<file path="src/rtl/seq_pkg.sv">
// Shared types and constants for the serial pattern scanner.
package seq_pkg;

   typedef enum logic [1:0] {
      IDLE   = 2'd0,
      SHIFT  = 2'd1,
      REPORT = 2'd2
   } state_t;

   localparam int PAT_W   = 4;
   localparam int WORD_W  = 8;
   localparam int CNT_MAX = 255;
   localparam int FILL_W  = 3;

   localparam logic [PAT_W-1:0]  PAT_RST  = 4'b1011;
   localparam logic [FILL_W-1:0] FILL_MAX = FILL_W'(PAT_W);

   function automatic logic [7:0] sat_inc8(input logic [7:0] v);
      return (v == 8'(CNT_MAX)) ? v : v + 8'd1;
   endfunction

endpackage

</file>
<file path="src/rtl/seq_window.sv">
// Bit history window: fill tracking and pattern compare on the bit being shifted in.
module seq_window
   import seq_pkg::*;
(
   input  logic             clk,
   input  logic             rst,
   input  logic             bit_in,
   input  logic             shift,
   input  logic             clear,
   input  logic             overlap,
   input  logic [PAT_W-1:0] pattern,
   output logic             match
);

   logic [PAT_W-1:0]  r_hist;
   logic [FILL_W-1:0] r_fill;
   logic [PAT_W-1:0]  w_hist_nxt;
   logic [FILL_W-1:0] w_fill_nxt;

   always_comb begin
      w_hist_nxt = {r_hist[PAT_W-2:0], bit_in};
      w_fill_nxt = (r_fill == FILL_MAX) ? r_fill : r_fill + FILL_W'(1);
      match      = shift && (w_hist_nxt == pattern) && (w_fill_nxt == FILL_MAX);
   end

   // Non-overlapping mode restarts the fill so the next match needs four fresh bits
   always_ff @(posedge clk) begin
      if (rst || clear) begin
         r_hist <= '0;
         r_fill <= '0;
      end else if (shift) begin
         r_hist <= w_hist_nxt;
         r_fill <= (match && !overlap) ? '0 : w_fill_nxt;
      end
   end

endmodule

</file>
<file path="src/rtl/seq_scan_ctrl.sv">
// Frame-based serial pattern scanner: accepts words, shifts them MSB first
// through a 4-bit window, pulses hit per match and reports a per-frame count.
module seq_scan_ctrl
   import seq_pkg::*;
(
   input  logic              clk,
   input  logic              rst,
   input  logic              cfg_we,
   input  logic [PAT_W-1:0]  cfg_pattern,
   input  logic              cfg_overlap,
   output logic              cfg_busy,
   input  logic              in_valid,
   output logic              in_ready,
   input  logic [WORD_W-1:0] in_data,
   input  logic              in_last,
   output logic              hit,
   output logic              out_valid,
   input  logic              out_ready,
   output logic [7:0]        out_count
);

   state_t            r_state, w_state_nxt;
   logic [WORD_W-1:0] r_sreg;
   logic [2:0]        r_bitcnt;
   logic              r_last;
   logic              r_in_frame;
   logic [PAT_W-1:0]  r_pattern;
   logic              r_overlap;
   logic              r_hit;
   logic [7:0]        r_count;

   logic w_accept, w_done, w_shift, w_clear, w_match;

   always_comb begin
      w_state_nxt = r_state;
      in_ready    = 1'b0;
      out_valid   = 1'b0;
      cfg_busy    = !((r_state == IDLE) && !r_in_frame);
      case (r_state)
         IDLE: begin
            in_ready = 1'b1;
            if (in_valid) w_state_nxt = SHIFT;
         end
         SHIFT: begin
            if (r_bitcnt == 3'd7) w_state_nxt = r_last ? REPORT : IDLE;
         end
         REPORT: begin
            out_valid = 1'b1;
            if (out_ready) w_state_nxt = IDLE;
         end
         default: w_state_nxt = IDLE;
      endcase
   end

   assign w_accept  = in_valid && in_ready;
   assign w_done    = out_valid && out_ready;
   assign w_shift   = (r_state == SHIFT);
   assign w_clear   = (w_accept && !r_in_frame) || w_done;
   assign hit       = r_hit;
   assign out_count = r_count;

   seq_window u_window (
      .clk     (clk),
      .rst     (rst),
      .bit_in  (r_sreg[WORD_W-1]),
      .shift   (w_shift),
      .clear   (w_clear),
      .overlap (r_overlap),
      .pattern (r_pattern),
      .match   (w_match)
   );

   always_ff @(posedge clk) begin
      if (rst) begin
         r_state    <= IDLE;
         r_sreg     <= '0;
         r_bitcnt   <= '0;
         r_last     <= 1'b0;
         r_in_frame <= 1'b0;
         r_pattern  <= PAT_RST;
         r_overlap  <= 1'b1;
         r_hit      <= 1'b0;
         r_count    <= '0;
      end else begin
         r_state <= w_state_nxt;
         r_hit   <= w_match;
         if (cfg_we && !cfg_busy) begin
            r_pattern <= cfg_pattern;
            r_overlap <= cfg_overlap;
         end
         if (w_accept) begin
            r_sreg     <= in_data;
            r_bitcnt   <= '0;
            r_last     <= in_last;
            r_in_frame <= 1'b1;
         end else if (w_shift) begin
            r_sreg   <= {r_sreg[WORD_W-2:0], 1'b0};
            r_bitcnt <= r_bitcnt + 3'd1;
         end
         // Handshake and match never coincide: matches only occur in SHIFT
         if (w_done) begin
            r_count    <= '0;
            r_in_frame <= 1'b0;
         end else if (w_match) begin
            r_count <= sat_inc8(r_count);
         end
      end
   end

endmodule

</file>
<file path="config.mk">
export PLATFORM = sky130hd
export DESIGN_NAME = seq_scan_ctrl
export DESIGN_NICKNAME = d
export VERILOG_FILES = /design/src/rtl/seq_pkg.sv /design/src/rtl/seq_window.sv /design/src/rtl/seq_scan_ctrl.sv
export SDC_FILE = /design/constraint.sdc
export NUM_CORES = 1
export LEC_CHECK = 0
export ABC_AREA = 1
export CORE_ASPECT_RATIO = 2
export CORE_UTILIZATION = 51
export DETAILED_ROUTE_END_ITERATION = 7
export HOLD_SLACK_MARGIN = 0.12
export PLACE_DENSITY = 0.89
export SETUP_SLACK_MARGIN = 0.2
export SLEW_MARGIN = 25
export SYNTH_ARGS = -nofsm -noshare
export SYNTH_HDL_FRONTEND = slang
export SYNTH_HIERARCHICAL = 1
export SYNTH_SLANG_ARGS = --single-unit
</file>
<file path="constraint.sdc">
create_clock -name clk -period 1.95 [get_ports clk]
set_input_delay 0.39 -clock clk [delete_from_list [all_inputs] [get_ports clk]]
set_output_delay 0.39 -clock clk [all_outputs]
set_load 0.05 [all_outputs]
</file>
== Word-level counts from Yosys, hierarchy flattened ==
Index checks and enable logic that the tools add are counted.

* Flip-flop bits (word level): 35
* Output and inout bits: 12

* Add/sub/neg operators: 3
* Eq/ne operators: 10
* Multiplexer cells: 11
* Bitwise logic cells: 1
* Reductions and logical operators: 19

{| class="wikitable"
|+ Operator list
! cell !! count
|-
| two-way mux 8 bit || 2
|-
| equality test 3 bit, second input constant || 3
|-
| adder 8 x 1 -> 8 bit, second input constant || 1
|-
| equality test 8 bit, second input constant || 1
|-
| logical AND 1 bit || 8
|-
| two-way mux 2 bit || 4
|-
| adder 3 x 1 -> 3 bit, second input constant || 2
|-
| two-way mux 3 bit || 2
|-
| != test 2 bit, second input constant || 3
|-
| case mux 2 bit (3 select lines) || 1
|-
| equality test 4 bit || 1
|-
| OR reduction 2 bit || 2
|-
| logical NOT 1 bit || 3
|-
| AND reduction 3 bit || 1
|-
| equality test 2 x 1 -> 1 bit, second input constant || 1
|-
| equality test 2 bit, second input constant || 1
|-
| logical NOT 2 bit || 1
|-
| logical OR 1 bit || 2
|-
| two-way mux 1 bit || 2
|-
| AND reduction 2 bit || 1
|-
| nonzero test 2 bit || 1
|-
| NOT 1 bit || 1
|}

== Depth between registers and ports, before layout ==
Gate-level depths: netlist of run 1.

* Depth after elaboration: 6
* Gate-level depth with buffers: 17
* Depth with buffers taken out: 15

== Modules after synthesis ==
Netlist of run 1, hierarchy kept.

{| class="wikitable"
|+ Modules (own cells, without submodules)
! module !! instances !! cells each !! area each (µm²)
|-
| seq_scan_ctrl || 1 || 187 || 1317.5
|-
| seq_window || 1 || 55 || 366.6
|}

== Worst setup path after synthesis of run 1 ==
OpenSTA, ideal clock, no wires.

* Kind: register to register
* Start: register u_window.r_fill[0]
* End: register r_count[7] (netlist: out_count[7])
* Setup time: 0.113 ns
* Data arrival time: 1.736 ns
* Required time: 1.837 ns
* Path slack: 0.101 ns
* Cell stages (with the launch flop): 16
* Path buffers: 1
* Period minus slack after synthesis: 1.849 ns
* Path through: dfxtp_1 inv_1 ha_1 inv_1 nand2_1 nor2_1 nand3_2 nor2_2 buf_2 nand2_1 inv_1 nand2_1 inv_1 nand3_1 nor2_1 nor2_1

* Cells in the longest elaborated chain, start to end: 5
* Elaborated cells on any way between the ends: 6
* Classes of those cells: 1 x add/sub; 2 x eq/ne; 1 x mux; 2 x reduce/logical

{| class="wikitable"
|+ RTL lines
! element !! RTL line !! text
|-
| start, declared || seq_window.sv:16 || <nowiki>logic [FILL_W-1:0] r_fill;</nowiki>
|-
| start signal, assigned || seq_window.sv:33 || <nowiki>r_fill <= (match && !overlap) ? '0 : w_fill_nxt;</nowiki>
|-
| adder 3 x 1 -> 3 bit / equality test 3 bit (equally long branches) || seq_window.sv:22 || <nowiki>w_fill_nxt = (r_fill == FILL_MAX) ? r_fill : r_fill + FILL_W'(1);</nowiki>
|-
| two-way mux 3 bit (*) || seq_window.sv:22 ||
|-
| equality test 3 bit (*) || seq_window.sv:23 || <nowiki>match = shift && (w_hist_nxt == pattern) && (w_fill_nxt == FILL_MAX);</nowiki>
|-
| logical AND 1 bit (*) || seq_window.sv:23 ||
|-
| named net w_match || seq_scan_ctrl.sv:32 || <nowiki>logic w_accept, w_done, w_shift, w_clear, w_match;</nowiki>
|-
| AND reduction 2 bit (no line) (*) || n/a ||
|-
| end signal, assigned || seq_scan_ctrl.sv:105 || <nowiki>r_count <= sat_inc8(r_count);</nowiki>
|-
| end, declared || seq_scan_ctrl.sv:30 || <nowiki>logic [7:0] r_count;</nowiki>
|}

The timed path passes the listed nets; every way through them passes the cells marked *.
A chain may end at the register's enable or synchronous reset.

== Worst setup path in the final report of run 1 ==
Ends and elaborated chain as after synthesis.

==> results of run 1 <==
==> state kept, by name, summed over array words and instances (netlist names) <==
signal           count
hit                  1
u_window/r_fill      3
r_bitcnt             3
r_sreg               8
out_count            8
r_last               1
r_in_frame           1
r_pattern            4
r_overlap            1
r_state              2
u_window/r_hist      3
==> cells by family after synthesis <==
family,after synthesis
AOI/OAI and AO/OA,33
adders and majority gates,5
buffers and inverters,33
DFF,35
and+or+nand+nor,132
xor gates and xnor gates,4
==> layer usage <==
metal / up-vias / wire (um) / global-route usage
li1: 840 / - / -
met1: 761 / 1402 / 0.2438
met2: 46 / 2198 / 0.4545
met3: 8 / 122 / 0.04783
met4: 0 / 97 / 0.1108
met5: - / 0 / 0
==> layout make-up <==
class | count | share of cell area
well taps | 31 | 0.01768
clock inverters | 3 | 0.009127
clock buffers | 5 | 0.03137
repair buffers | 38 | 0.1552
inverters | 29 | 0.05077
multi-input cells | 174 | 0.4147
flip-flops and latches | 35 | 0.3212
==> cells in the mapped netlist (2+ instances only) <==
cell / count
nand2_2: 3
dfxtp_1: 35
nand2_1: 76
inv_1: 25
o21ai_0: 7
nor2_1: 28
ha_1: 5
xnor2_1: 2
nand3_1: 14
inv_2: 3
a21oi_1: 24
nor2_4: 2
buf_2: 2
xor2_1: 2
nor2_2: 3
==> worst max-delay path, cell delays in order (launching register included) <==
cell	delay, ps
dfxtp_2	330
buf_4	150
ha_4	150
inv_1	50
nand2_1	60
nand3_2	100
nand3_2	120
nor2_4	150
nand2_1	60
inv_1	70
nand2_2	80
inv_2	90
nand2_1	60
nand2_1	60
nand2_1	50
nor2_1	90
==> where the power goes <==
group / switching, uW / internal, uW / total, uW / leakage, uW
registers: 27.1 / 755 / 782 / 0.000287
logic: 163 / 121 / 285 / 0.000691
clock network: 278 / 248 / 526 / 0.0000402
total: 468 / 1120 / 1590 / 0.00102
==> metrics by stage <==
stage	cell area (um2)	hold WS, ps	cells	util	worst slack [ps]
2_1_floorplan	1695	439.0	242	-	202.5
3_3_place_gp	2016	448.5	302	0.6385	199.7
3_5_place_dp	2016	459.9	302	0.6385	116.0
4_1_cts	2117	473.1	312	0.6706	203.4
5_1_grt	2193	489.5	315	0.6948	147.5
6_report	2193	475.2	315	0.6948	211.0
==> worst max-delay path by stage <==
| stage | startpoint | to | slack [ps] | cells past startpoint |
|---|---|---|---|---|
| 5_1_grt | u_window/r_fill[0] | out_count[7] | 150 | 14 |
| 6_report | u_window/r_fill[0] | out_count[7] | 210 | 15 |
| 2_1_floorplan | u_window/r_fill[0] | out_count[7] | 200 | 15 |
| 4_1_cts | u_window/r_fill[1] | out_count[7] | 200 | 14 |
| 3_5_place_dp | u_window/r_fill[0] | out_count[7] | 120 | 14 |
| 3_3_place_gp | u_window/r_fill[0] | out_count[5] | 200 | 14 |
==> what timing repair did <==
item | 4_1_cts | 5_1_grt
resized for setup | 10 | 13
buffers inserted | 2 | 3
cloned | 0 | 0
setup endpoints to repair | 12 | 7
pin swaps | 1 | 8
==> results by group, run 1 <==
Status
  – Outcome: complete, no violations

Yosys
  – Yosys cell types: 26
  – Register area share after synthesis: 0.4160
  – Simple-gate share of the synthesized area: 0.3432
  – Largest family of logic cells by synthesized area: simple AND/OR/NAND/NOR gates
  – Post-synth EDFFs: 0
  – Cells after synthesis: between 200 and 250
  – Synth warn: 6
  – Post-synthesis compound-gate area fraction: 0.1018
  – Top cells by area, synth: dfxtp_1, nand2_1, a21oi_1
  – Synth Area in XOR/XNOR: 0.02080
  – Commonest register cell after synthesis: dfxtp_1
  – Yosys reg bits: 35
  – Synth top area share: 0.4160
  – Synthesized cell area: ~1700 um2
  – Post-synthesis async set-or-reset flop share: 0
  – Post-Synth Adder-Cell Area: 0.03715
  – Syn Area/Cell: 6.959 um2
  – Post-synthesis mux area share: 0
  – Post-synth top area cell: dfxtp_1
  – Synthesized net count: between 200 and 300

Floorplan
  – Initial core utilization: 0.5335
  – Io pins: 31
  – Die ar.: between 3000 and 4000 um2
  – Die height: approximately 83 um
  – Cell Rows: 29
  – Die width: between 40 and 50 um
  – Core ar.: 3157 um2

Route
  – Detail Route Antenna Nets: 0
  – Routed WL: between 3000 and 4000 um
  – Vias/cell: about 5.3
  – Vias: 1655
  – Drt drc: 0
  – DRT Pass-1 Iters: 4
  – Wire per inst: between 10 and 15 um
  – Detailed router's first-iteration violation count: between 40 and 50

Worst setup path
  – R2R depth: 15
  – Crit Reg-Reg Startpoint: u_window/r_fill[0]
  – CP Max Fanout: 3
  – R2R Path End: out_count[7]
  – Element type at the critical path end: register
  – Required @ worst endpoint: ~2200 ps
  – R2R setup slack: between 200 and 250 ps
  – Crit path launch type: register
  – CP Class: register to register
  – Worst EP arrival: 1970 ps

Final layout
  – Area delta synth->final: 30.24%
  – Diode count: 0
  – Commonest non-fill, non-tap cell in the layout: nand2_1
  – FF/Latch Area: roughly 700 um2
  – Fin nets: 307
  – Fill cell count: between 200 and 300
  – Area of the multi-input gates: approximately 900 um2
  – Commonest non-fill, non-tap cells in the layout: nand2_1, dfxtp_1, nor2_1, a21oi_1, inv_1
  – Ratio of cells with drive above 1 in the final layout: 0.1866

STA
  – Final worst-path cycle share: 0.8918
  – TNS Setup: 0 ps
  – Fin. Hold Viols: 0
  – Worst Tran Pin Value: 486.9 ps
  – Slew margin rel.: 0.6767
  – Max frequency: ~0.58 GHz
  – Min Tclk post-route: between 1500 and 2000 ps
  – Worst Clk Skew: slightly above 9 ps
  – Max Slew Vio Count: 0
  – Final setup viols: 0
  – RSZ-0062 raised after global routing: no

Clock network
  – TritonCTS clock tree: yes
  – CTS Hold Buffers Added: 0
  – CTS Buffer Depth: 2
  – Root Driver: clkbuf_8
  – CTS sink cnt: 35
  – Worst skew pair latency: 300 ps
  – Cts bufs inserted: 5
  – Clock transition at path regs: 70 ps
  – H-tree levels: 2

Power
  – Max rail drop VDD: about 0.00075 V
  – Power per cell area: between 700 and 800 nW/um2
  – Leak pwr: around 0.001 uW
  – Post-layout total power: ~1600 uW

Job
  – MaxCap Viol Count: 0

GRT
  – First-pass GRT wire length: 6789 um
  – GRT Util Overall: 0.2444
  – Vias in the first global route: approximately 1600
  – Antenna violations before repair: 0
  – Largest net degree at the start of global routing: 22
  – GRT overflow: 0

Place
  – Routability congestion estimate from global placement: 0.8765
  – Dpl hpwl: ~2700 um
  – Port Buffers: 30

Hold path
  – Hold_sp: r_sreg[0]
  – Worst hold endpoint: r_sreg[0]
  – Hold crit path type: register to register
  – WHS Path Cells: 2
No activity file was read; power rests on OpenSTA's default activity.
==> run 2, diff against run 1 <==
--- a/config.mk
+++ b/config.mk
@@ -8,7 +8,9 @@
 export ABC_AREA = 1
 export CORE_ASPECT_RATIO = 2
 export CORE_UTILIZATION = 51
+export CTS_CLUSTER_SIZE = 40
 export DETAILED_ROUTE_END_ITERATION = 7
+export GPL_TIMING_DRIVEN = 1
 export HOLD_SLACK_MARGIN = 0.12
 export PLACE_DENSITY = 0.89
 export SETUP_SLACK_MARGIN = 0.2
==> results of run 2 <==
Same layout as run 1: the final DEF is identical, and so are final timing and power.
